==> src/rtl/eth_tx_sequencer.sv <==
// KSZ8851 host transmit sequencer: TXQ space check, QMU DMA frame write, enqueue.
// Optional build macro TX_PAD_EN pads short frames to 60 bytes.
module eth_tx_sequencer #(
  parameter int MAX_FRAME  = 1514,
  parameter int MEM_RETRY  = 8,
  parameter int POLL_LIMIT = 255
) (
  input  logic        clk40m,
  input  logic        reset,
  input  logic        sendEn,
  input  logic        txStart,
  input  logic [11:0] txLength,
  output logic [9:0]  txAddr,
  input  logic [15:0] txData,
  output logic        txBusy,
  output logic        txDone,
  output logic        txError,
  output logic [7:0]  offset,
  output logic        length,
  output logic        WR,
  output logic [15:0] writeData,
  input  logic [15:0] readData,
  output logic        NewCommand,
  output logic        DMA_Mode,
  input  logic [3:0]  state
);

  localparam logic [3:0] S_IDLE      = 4'd0;
  localparam logic [3:0] S_RD_TXMIR  = 4'd1;
  localparam logic [3:0] S_DIS_INT   = 4'd2;
  localparam logic [3:0] S_RD_RXQCR  = 4'd3;
  localparam logic [3:0] S_SET_SDA   = 4'd4;
  localparam logic [3:0] S_WR_CTRL   = 4'd5;
  localparam logic [3:0] S_WR_COUNT  = 4'd6;
  localparam logic [3:0] S_WR_DATA   = 4'd7;
  localparam logic [3:0] S_RD_RXQCR2 = 4'd8;
  localparam logic [3:0] S_CLR_SDA   = 4'd9;
  localparam logic [3:0] S_SET_METFE = 4'd10;
  localparam logic [3:0] S_POLL      = 4'd11;
  localparam logic [3:0] S_EN_INT    = 4'd12;
  localparam logic [3:0] S_DONE      = 4'd13;
  localparam logic [3:0] S_FAIL      = 4'd14;

  localparam logic [3:0]  BUS_READ2    = 4'd5;
  localparam logic [3:0]  BUS_WRITE0   = 4'd6;
  localparam logic [3:0]  BUS_WRITE2   = 4'd8;
  localparam logic [7:0]  QMU_DATA_OFS = 8'h00;
  localparam logic [11:0] MAX_LEN_C    = 12'(MAX_FRAME);
  localparam logic [8:0]  RETRY_LIM_C  = 9'(MEM_RETRY);
  localparam logic [8:0]  POLL_LIM_C   = 9'(POLL_LIMIT);

  // Frame length rounded up to a dword, expressed in 16-bit words.
  function automatic logic [10:0] word_count(input logic [11:0] n);
    logic [12:0] r;
    r = ({1'b0, n} + 13'd3) & ~13'd3;
    return 11'(r >> 1);
  endfunction

  // TXQ bytes needed: dword-rounded frame plus the 4-byte control/count header.
  function automatic logic [12:0] free_need(input logic [11:0] n);
    logic [12:0] r;
    r = ({1'b0, n} + 13'd3) & ~13'd3;
    return r + 13'd4;
  endfunction

  logic [3:0]  fsm_r;
  logic [11:0] len_r;
  logic [5:0]  fid_r;
  logic [7:0]  retry_r;
  logic [7:0]  poll_r;
  logic [10:0] word_r;
  logic        err_r;

  logic [11:0] len_eff_s;
  logic [10:0] words_s;
  logic [10:0] real_words_s;
  logic [12:0] need_s;
  logic        cmd_done_s;
  logic        pad_word_s;

  // Effective (possibly padded) length and the number of words that come from RAM.
  always_comb begin
`ifdef TX_PAD_EN
    if (len_r < 12'd60) begin
      len_eff_s = 12'd60;
    end else begin
      len_eff_s = len_r;
    end
    real_words_s = 11'(({1'b0, len_r} + 13'd1) >> 1);
`else
    len_eff_s    = len_r;
    real_words_s = word_count(len_r);
`endif
  end

  assign words_s    = word_count(len_eff_s);
  assign need_s     = free_need(len_eff_s);
  assign pad_word_s = (word_r >= real_words_s);

  // Current command completes on the last phase of its read or write cycle.
  always_comb begin
    if (WR) begin
      cmd_done_s = (state == BUS_WRITE2);
    end else begin
      cmd_done_s = (state == BUS_READ2);
    end
  end

  // Sequencer FSM and all registered bus/status outputs; everything freezes without the grant.
  always_ff @(posedge clk40m or negedge reset) begin
    if (!reset) begin
      fsm_r      <= S_IDLE;
      len_r      <= 12'd0;
      fid_r      <= 6'd0;
      retry_r    <= 8'd0;
      poll_r     <= 8'd0;
      word_r     <= 11'd0;
      err_r      <= 1'b0;
      offset     <= 8'h00;
      length     <= 1'b1;
      WR         <= 1'b0;
      writeData  <= 16'h0000;
      NewCommand <= 1'b0;
      DMA_Mode   <= 1'b0;
      txAddr     <= 10'd0;
      txBusy     <= 1'b0;
      txDone     <= 1'b0;
      txError    <= 1'b0;
    end else if (sendEn) begin
      length  <= 1'b1;
      txDone  <= 1'b0;
      txError <= 1'b0;
      case (fsm_r)
        S_IDLE: begin
          if (txStart) begin
            len_r   <= txLength;
            txBusy  <= 1'b1;
            retry_r <= 8'd0;
            poll_r  <= 8'd0;
            err_r   <= 1'b0;
            if ((txLength == 12'd0) || (txLength > MAX_LEN_C)) begin
              fsm_r   <= S_FAIL;
              txDone  <= 1'b1;
              txError <= 1'b1;
            end else begin
              fsm_r      <= S_RD_TXMIR;
              offset     <= 8'h78;
              WR         <= 1'b0;
              NewCommand <= 1'b1;
            end
          end
        end
        S_RD_TXMIR: begin
          if (cmd_done_s) begin
            if (readData[12:0] >= need_s) begin
              fsm_r     <= S_DIS_INT;
              offset    <= 8'h90;
              WR        <= 1'b1;
              writeData <= 16'h0000;
            end else if (({1'b0, retry_r} + 9'd1) == RETRY_LIM_C) begin
              fsm_r      <= S_FAIL;
              NewCommand <= 1'b0;
              txDone     <= 1'b1;
              txError    <= 1'b1;
            end else begin
              retry_r <= retry_r + 8'd1;
            end
          end
        end
        S_DIS_INT: begin
          if (cmd_done_s) begin
            fsm_r  <= S_RD_RXQCR;
            offset <= 8'h82;
            WR     <= 1'b0;
          end
        end
        S_RD_RXQCR: begin
          if (cmd_done_s) begin
            fsm_r     <= S_SET_SDA;
            WR        <= 1'b1;
            writeData <= readData | 16'h0008;
          end
        end
        S_SET_SDA: begin
          if (cmd_done_s) begin
            fsm_r     <= S_WR_CTRL;
            DMA_Mode  <= 1'b1;
            txAddr    <= 10'd0;
            offset    <= QMU_DATA_OFS;
            writeData <= {1'b1, 9'd0, fid_r};
          end
        end
        S_WR_CTRL: begin
          if (cmd_done_s) begin
            fsm_r     <= S_WR_COUNT;
            writeData <= {4'h0, len_eff_s};
          end
        end
        S_WR_COUNT: begin
          if (cmd_done_s) begin
            fsm_r  <= S_WR_DATA;
            word_r <= 11'd0;
          end
        end
        S_WR_DATA: begin
          // Padding words are zero and never fetched, so txAddr stops at the last real word.
          if (state == BUS_WRITE0) begin
            writeData <= pad_word_s ? 16'h0000 : txData;
          end
          if (cmd_done_s) begin
            word_r <= word_r + 11'd1;
            if (!pad_word_s) begin
              txAddr <= txAddr + 10'd1;
            end
            if ((word_r + 11'd1) == words_s) begin
              fsm_r    <= S_RD_RXQCR2;
              DMA_Mode <= 1'b0;
              offset   <= 8'h82;
              WR       <= 1'b0;
              fid_r    <= fid_r + 6'd1;
            end
          end
        end
        S_RD_RXQCR2: begin
          if (cmd_done_s) begin
            fsm_r     <= S_CLR_SDA;
            WR        <= 1'b1;
            writeData <= readData & 16'hFFF7;
          end
        end
        S_CLR_SDA: begin
          if (cmd_done_s) begin
            fsm_r     <= S_SET_METFE;
            offset    <= 8'h80;
            writeData <= 16'h0001;
          end
        end
        S_SET_METFE: begin
          if (cmd_done_s) begin
            fsm_r  <= S_POLL;
            WR     <= 1'b0;
            poll_r <= 8'd0;
          end
        end
        S_POLL: begin
          if (cmd_done_s) begin
            if (!readData[0] || (({1'b0, poll_r} + 9'd1) == POLL_LIM_C)) begin
              err_r     <= err_r | readData[0];
              fsm_r     <= S_EN_INT;
              offset    <= 8'h90;
              WR        <= 1'b1;
              writeData <= 16'hEB00;
            end else begin
              poll_r <= poll_r + 8'd1;
            end
          end
        end
        S_EN_INT: begin
          if (cmd_done_s) begin
            fsm_r      <= S_DONE;
            NewCommand <= 1'b0;
            txDone     <= 1'b1;
            txError    <= err_r;
          end
        end
        S_DONE, S_FAIL: begin
          fsm_r  <= S_IDLE;
          txBusy <= 1'b0;
        end
        default: begin
          fsm_r      <= S_IDLE;
          NewCommand <= 1'b0;
          DMA_Mode   <= 1'b0;
          txBusy     <= 1'b0;
        end
      endcase
    end
  end

endmodule

==> config.mk <==
export PLATFORM = sky130hd
export DESIGN_NAME = eth_tx_sequencer
export DESIGN_NICKNAME = d
export VERILOG_FILES = /design/src/rtl/eth_tx_sequencer.sv
export SDC_FILE = /design/constraint.sdc
export NUM_CORES = 1
export LEC_CHECK = 0
export CAP_MARGIN = 30
export CORE_MARGIN = 5
export CORE_UTILIZATION = 45
export CTS_CLUSTER_DIAMETER = 150
export DETAILED_ROUTE_END_ITERATION = 6
export GPL_ROUTABILITY_DRIVEN = 0
export PLACE_DENSITY_LB_ADDON = 0.15
export SYNTH_ARGS = -nofsm -noshare
export SYNTH_HDL_FRONTEND = slang
export SYNTH_SLANG_ARGS = --single-unit
==> constraint.sdc <==
create_clock -name clk40m -period 4.3 [get_ports clk40m]
set_input_delay 0.86 -clock clk40m [delete_from_list [all_inputs] [get_ports clk40m]]
set_output_delay 0.86 -clock clk40m [all_outputs]
set_load 0.01 [all_outputs]
### Word level (Yosys, flattened, before mapping)

Cells that the tools add are included.
Widths: inputs -> output; s select.

| storage, ports and cells | value |
|---|---|
| output and inout bits | 41 |
| register bits after elaboration | 90 |
| word-level logic and storage cells | 202 |

| operators by class | value |
|---|---|
| bitwise gates (word level) | 4 |
| mux-type cells | 92 |
| reduce and logical (&&, ||, !) cells | 32 |
| order comparisons | 3 |
| add/subtract/negate cells | 9 |
| equality and inequality tests | 46 |

Operator list:

| kind | count |
|---|---|
| $mux 16 | 11 |
| $mux 8 | 17 |
| $pmux 16 s8 | 1 |
| $mux 4 | 18 |
| $pmux 8 s7 | 1 |
| $pmux 4 s13 | 1 |
| $ne 2x2->1 const B | 23 |
| $eq 4x4->1 const B | 8 |
| $mux 10 | 3 |
| $mux 1 | 27 |
| $eq 4x3->1 const B | 6 |
| $pmux 8 s3 | 1 |
| $reduce_and 12->1 | 2 |
| $reduce_or 12->1 | 2 |
| $mux 11 | 2 |
| $pmux 11 s2 | 1 |
| $pmux 10 s2 | 1 |
| $add 8x1->9 const B | 2 |
| $reduce_and 17->1 | 1 |
| $add 8x1->8 const B | 2 |
| $pmux 8 s2 | 1 |
| $reduce_and 5->1 | 3 |
| $add 12x2->13 const B | 1 |
| $add 13x3->13 const B | 1 |
| other kinds (35) | 50 |

### Depth between registers and ports, before layout

| depth | value |
|---|---|
| depth in word-level cells | 6 |
| depth in mapped cells | 17 |
| gate-level depth less buffers | 17 |

### Worst setup path before layout

No wires, ideal clock.

| path | value |
|---|---|
| path type | register to register |
| from | reg len_r[0], in the netlist len_eff_s[0] |
| to | reg offset[1] |
| required time | 4175 ps |
| library setup time | 125 ps |
| data arrival time | 3637 ps |
| stages on the path, launching flop included | 17 |
| clock period less this slack | 3762 ps |
| setup slack | 538 ps |
| path through | dfrtp_1 -> nor2_1 -> xor2_1 -> inv_1 -> ha_1 -> nand3_1 -> nor3_1 -> nand2_1 -> xnor2_1 -> ha_1 -> nand2_1 -> a211oi_1 -> o32a_1 -> nor2_1 -> or2_2 -> nor4_4 -> mux2_4 |

| on the way | value |
|---|---|
| cells in the longest elaborated chain, start to end | 5 |
| elaborated cells on any way between the ends | 7 |

Ends and longest elaborated chain:

| element | line | RTL |
|---|---|---|
| start, declared | 67 | `logic [11:0] len_r;` |
| start signal, assigned | 136 | `len_r <= txLength;` |
| $add 12x2->13 * | 62 | `r = ({1'b0, n} + 13'd3) & ~13'd3;` |
| $add 13x3->13 | 63 | `return r + 13'd4;` |
| $ge 13x13->1 | 155 | `if (readData[12:0] >= need_s) begin` |
| $ne 2x2->1 (no source line) | n/a |  |
| $reduce_and 13->1 (no source line) * | n/a |  |
| end signal, assigned | 147 | `offset <= 8'h78;` |
| end signal, assigned | 157 | `offset <= 8'h90;` |
| end signal, assigned | 173 | `offset <= 8'h82;` |
| end, declared | 18 | `output logic [7:0] offset,` |

Every way passes the cells marked *; elsewhere a longest branch is shown, timed or not.
A chain may end at the register's enable or synchronous reset.

### Final worst setup path

Ends and elaborated chain as after synthesis.

==> results.txt <==
* Synth-to-Final Area Change: 22.5%
* First-pass DRT Iterations: 7
- The worst register-to-register path begins at len_eff_s[0]$_DFFE_PN0P_.
- The later pin in the worst-skew pair is clocked with a latency of 0.35 ns.
- Clock tree buffer depth: 2
- Class of the most critical hold timing path: flop to flop
- Setup slack closes at 0.349 ns.
- STA puts the critical path data arrival time at 4.19 ns.
- Share of synthesized flip-flops with an asynchronous set or reset: 100%
* Post-synth top cells: sky130_fd_sc_hd__dfrtp_1 (86), sky130_fd_sc_hd__nand2_1 (61), sky130_fd_sc_hd__o21ai_0 (55)
- The first global-routing pass estimated 28200 µm of wire.
* Number of setup violations in the final report: 0
- The final-report hold violation count came to 0.
- The total overflow left after global routing is 0.
* Top-area cell type share of the netlist area: 35.1%
- After synthesis the netlist holds a flip-flop and latch count of 86.
* Post-CTS clock slew at the launch and capture registers of the worst setup and hold paths: 0.06 ns
* Yosys warning count: 0
- IR analysis of the VDD net gives a maximum drop of 0.251 mV.
- The initial antenna violation count was 0.
- Overall die height: 127 µm
- The number of antenna diodes in the final layout is 0.
- Dividing the final minimum period by the clock period gives 91.9%.
- Synthesized area: 6140 µm²
- Timing analysis after detailed placement gives a worst setup slack of 0.132 ns.
- Hold EP: fid_r[5]$_DFFE_PN0P_
- The run finished, with violations left.
* Most frequent cell after synthesis: sky130_fd_sc_hd__dfrtp_1
- Entering global routing, the biggest net connects 70 pins.
- Measured in cells, the most critical reg-to-reg path has a length of 13.
- Total via count after detailed routing: 5476
- The initial utilization of the core area, before any placement, comes to 46.2%.
* Average via count per standard cell: 5.84
- Residual antenna-violating net count after detailed routing: 0
- Capturing point of the worst reg2reg path: offset[1]$_DFFE_PN0P_
- Floorplan die area: 16100 µm²
* TritonCTS clock tree: done
- STA classifies the critical path endpoint as a flop.
- Core Rows: 42
- CTS saw 86 sinks.
* Count of max-cap constraint violations: 0
- Post-DP Area: 7160 µm²
* Max-slew violation total from the final report: 0
- In the final routed layout, each cell accounts on average for 18.2 µm.
- Total Routing Usage GR: 21.8%
- Post-layout min period: 3.95 ns
* Worst Setup Start Kind: flop
- For this design the ratio of total power to cell area is 575 nW/µm².
- The final reports fail on design-rule violations.
- Via count of the first global-routing pass: 5416
- The largest total area in the synthesized netlist belongs to sky130_fd_sc_hd__dfrtp_1.
- Max-slew headroom: 39.2%
- Share of cells above drive strength 1: 10.1%
- Worst-path cell chain: nor2_2 > xor2_2 > nor4_1 > nand3b_1 > xnor2_1 > ha_1 > nand4_1 > a211oi_1 > o32a_1 > nor2_1 > or2_2 > nor4_4 > mux2_4
- Flop-to-flop setup slack: 0.35 ns
- Wires add up to 17100 µm.
* Leakage Power: 3.14 nW
* RSZ-0062 raised after global routing: no
- At the pin with the least slew margin, the transition time is 0.913 ns.
- For this run, the top clock speed supported by timing is 0.253 GHz.
- Cell area after layout: 7510 µm²
- After legalization and detailed placement, the total HPWL measured 12800 µm.
* Critical path data required time: 4.54 ns
- Total of hold buffers inserted after clock tree synthesis: 0
- After floorplanning, the core was sized to cover 13300 µm².
- The most used flip-flop cell after synthesis is sky130_fd_sc_hd__dfrtp_1.
* Setup TNS: 0 ns
* Slowest stage delay, CP: 0.51 ns
- Along the worst path, the maximum fanout reaches 6.
* Worst Hold Launch: fid_r[5]$_DFFE_PN0P_
- Ranked by total cell area, the synthesized netlist is headed by sky130_fd_sc_hd__dfrtp_1 (35%), sky130_fd_sc_hd__ha_1 (5.7%), sky130_fd_sc_hd__o21ai_0 (4.5%), sky130_fd_sc_hd__xnor2_1 (4.0%), sky130_fd_sc_hd__nand2_1 (3.7%).
- The worst setup path is of the flop to flop kind.
- Mean cell area of the mapped netlist: 9.00 µm²
* Cell count of the worst hold path: 1
* Slowest stage cell, crit path: sky130_fd_sc_hd__nor4_1
- H-Tree Level Count: 3
- For this run, the post-layout net count is 837.
* Worst clock skew on the final layout: 0.00674 ns
* Number of distinct standard cells referenced by the synthesized netlist: 74
- # port buffers: 89
- Clock tree synthesis inserted a total of 9 buffers.
* Mapped Cells: 682
- Number of top-level pins: 93
- EDFF count, synth: 0
- The root buffer cell chosen for the clock tree is sky130_fd_sc_hd__clkbuf_16.
* Remaining DRCs: 9
* Initial DRC count: 523
* Portion of the post-synthesis area used by sequential elements: 35.1%
- Die outline width: 127 µm
## how the worst max path moves through the flow
stage,end,slack [ns],startpoint
finish,offset[1]$_DFFE_PN0P_,0.35,len_eff_s[0]$_DFFE_PN0P_
global route,writeData[15]$_DFFE_PN0P_,0.04,len_eff_s[0]$_DFFE_PN0P_
CTS,offset[1]$_DFFE_PN0P_,0.13,len_eff_s[0]$_DFFE_PN0P_
detailed placement,offset[1]$_DFFE_PN0P_,0.13,len_eff_s[0]$_DFFE_PN0P_
global placement,offset[1]$_DFFE_PN0P_,0.31,len_eff_s[0]$_DFFE_PN0P_
floorplan,offset[1]$_DFFE_PN0P_,0.54,len_eff_s[0]$_DFFE_PN0P_
## cell usage in the layout, fill, tap and decap left out, drive strengths merged, types with 24 or more instances in the layout
cell type / n
clkdlybuf4s50: 88
dfrtp: 86
nand2: 62
o21ai: 57
nor2: 53
inv: 30
xnor2: 30
nand3: 29
ha: 28
a21oi: 24
## registers in the layout, indices dropped and copies added, names as in the netlist
signal and count:
writeData 16, len_eff_s 12, word_r 11, txAddr 10
poll_r 8, retry_r 8, fid_r 6, fsm_r 4
offset 4, DMA_Mode 1, NewCommand 1, WR 1
err_r 1, txBusy 1, txDone 1, txError 1
## critical path, delay by kind of cell (launching register included)
kind / cells / cell delay [ns]
compound gates: 2 / 0.45
xor+xnor: 2 / 0.31
fa+ha+maj: 1 / 0.32
flops: 1 / 0.47
mux: 1 / 0.34
simple gates: 7 / 1.93
## report_power, final
part	internal [W]	switching [W]
clock	0.000564	0.000331
sequential	0.00100	0.000316
combinational	0.000981	0.00112
total	0.00255	0.00177
## area by class of cell
class,count,area [µm²]
fill,1175,5780
multi-input combinational,530,3720
sequential,86,2150
timing repair buffer,100,971
clock buffer,9,225
tap,176,220
clock inverter,7,113
inverter,30,113
## cell families (layout without fill, tap and decap cells)
group | after synthesis | in the layout | share of synthesized area [%]
XOR/XNOR | 53 | 53 | 8.03
adder cells (fa/ha/maj) | 28 | 28 | 5.71
multiplexers | 36 | 36 | 6.38
AO/OA/AOI/OAI | 173 | 173 | 19.8
buffers and inverters | 67 | 146 | 4.73
flip-flops | 86 | 86 | 35.1
AND/OR/NAND/NOR | 237 | 237 | 20.1
other | 2 | 3 | 0.122
## timing repair
item | in CTS | in global routing
endpoints found under the setup margin | 0 | 23
endpoints found under the hold margin | 0 | 0
buffers inserted | 0 | 0
gates resized for setup | 0 | 3
## per-layer routing
metal | GRT usage, % | up-vias | share of wire, % | wire [µm]
met3 | 4.12 | 31 | 6.7 | 1140
met4 | 8.77 | 0 | 2.9 | 494
met1 | 31.2 | 2637 | 45 | 7760
li1 | - | 2616 | - | -
met2 | 32.4 | 192 | 45 | 7670
met5 | 0 | - | 0 | 0
## per-stage QoR
| stage | util [%] | hold slack, ns | power, W | cells |
|---|---|---|---|---|
| finish | 56.5 | 0.479 | 0.00432 | 938 |
| CTS | 56.4 | 0.482 | 0.00432 | 938 |
| global route | 56.5 | 0.514 | 0.00464 | 938 |
| floorplan | - | 0.446 | 0.00269 | 683 |
| detailed placement | 53.9 | 0.470 | 0.00339 | 922 |
| global placement | 53.9 | 0.470 | 0.00334 | 922 |
Power figures use the tool's default switching activity.
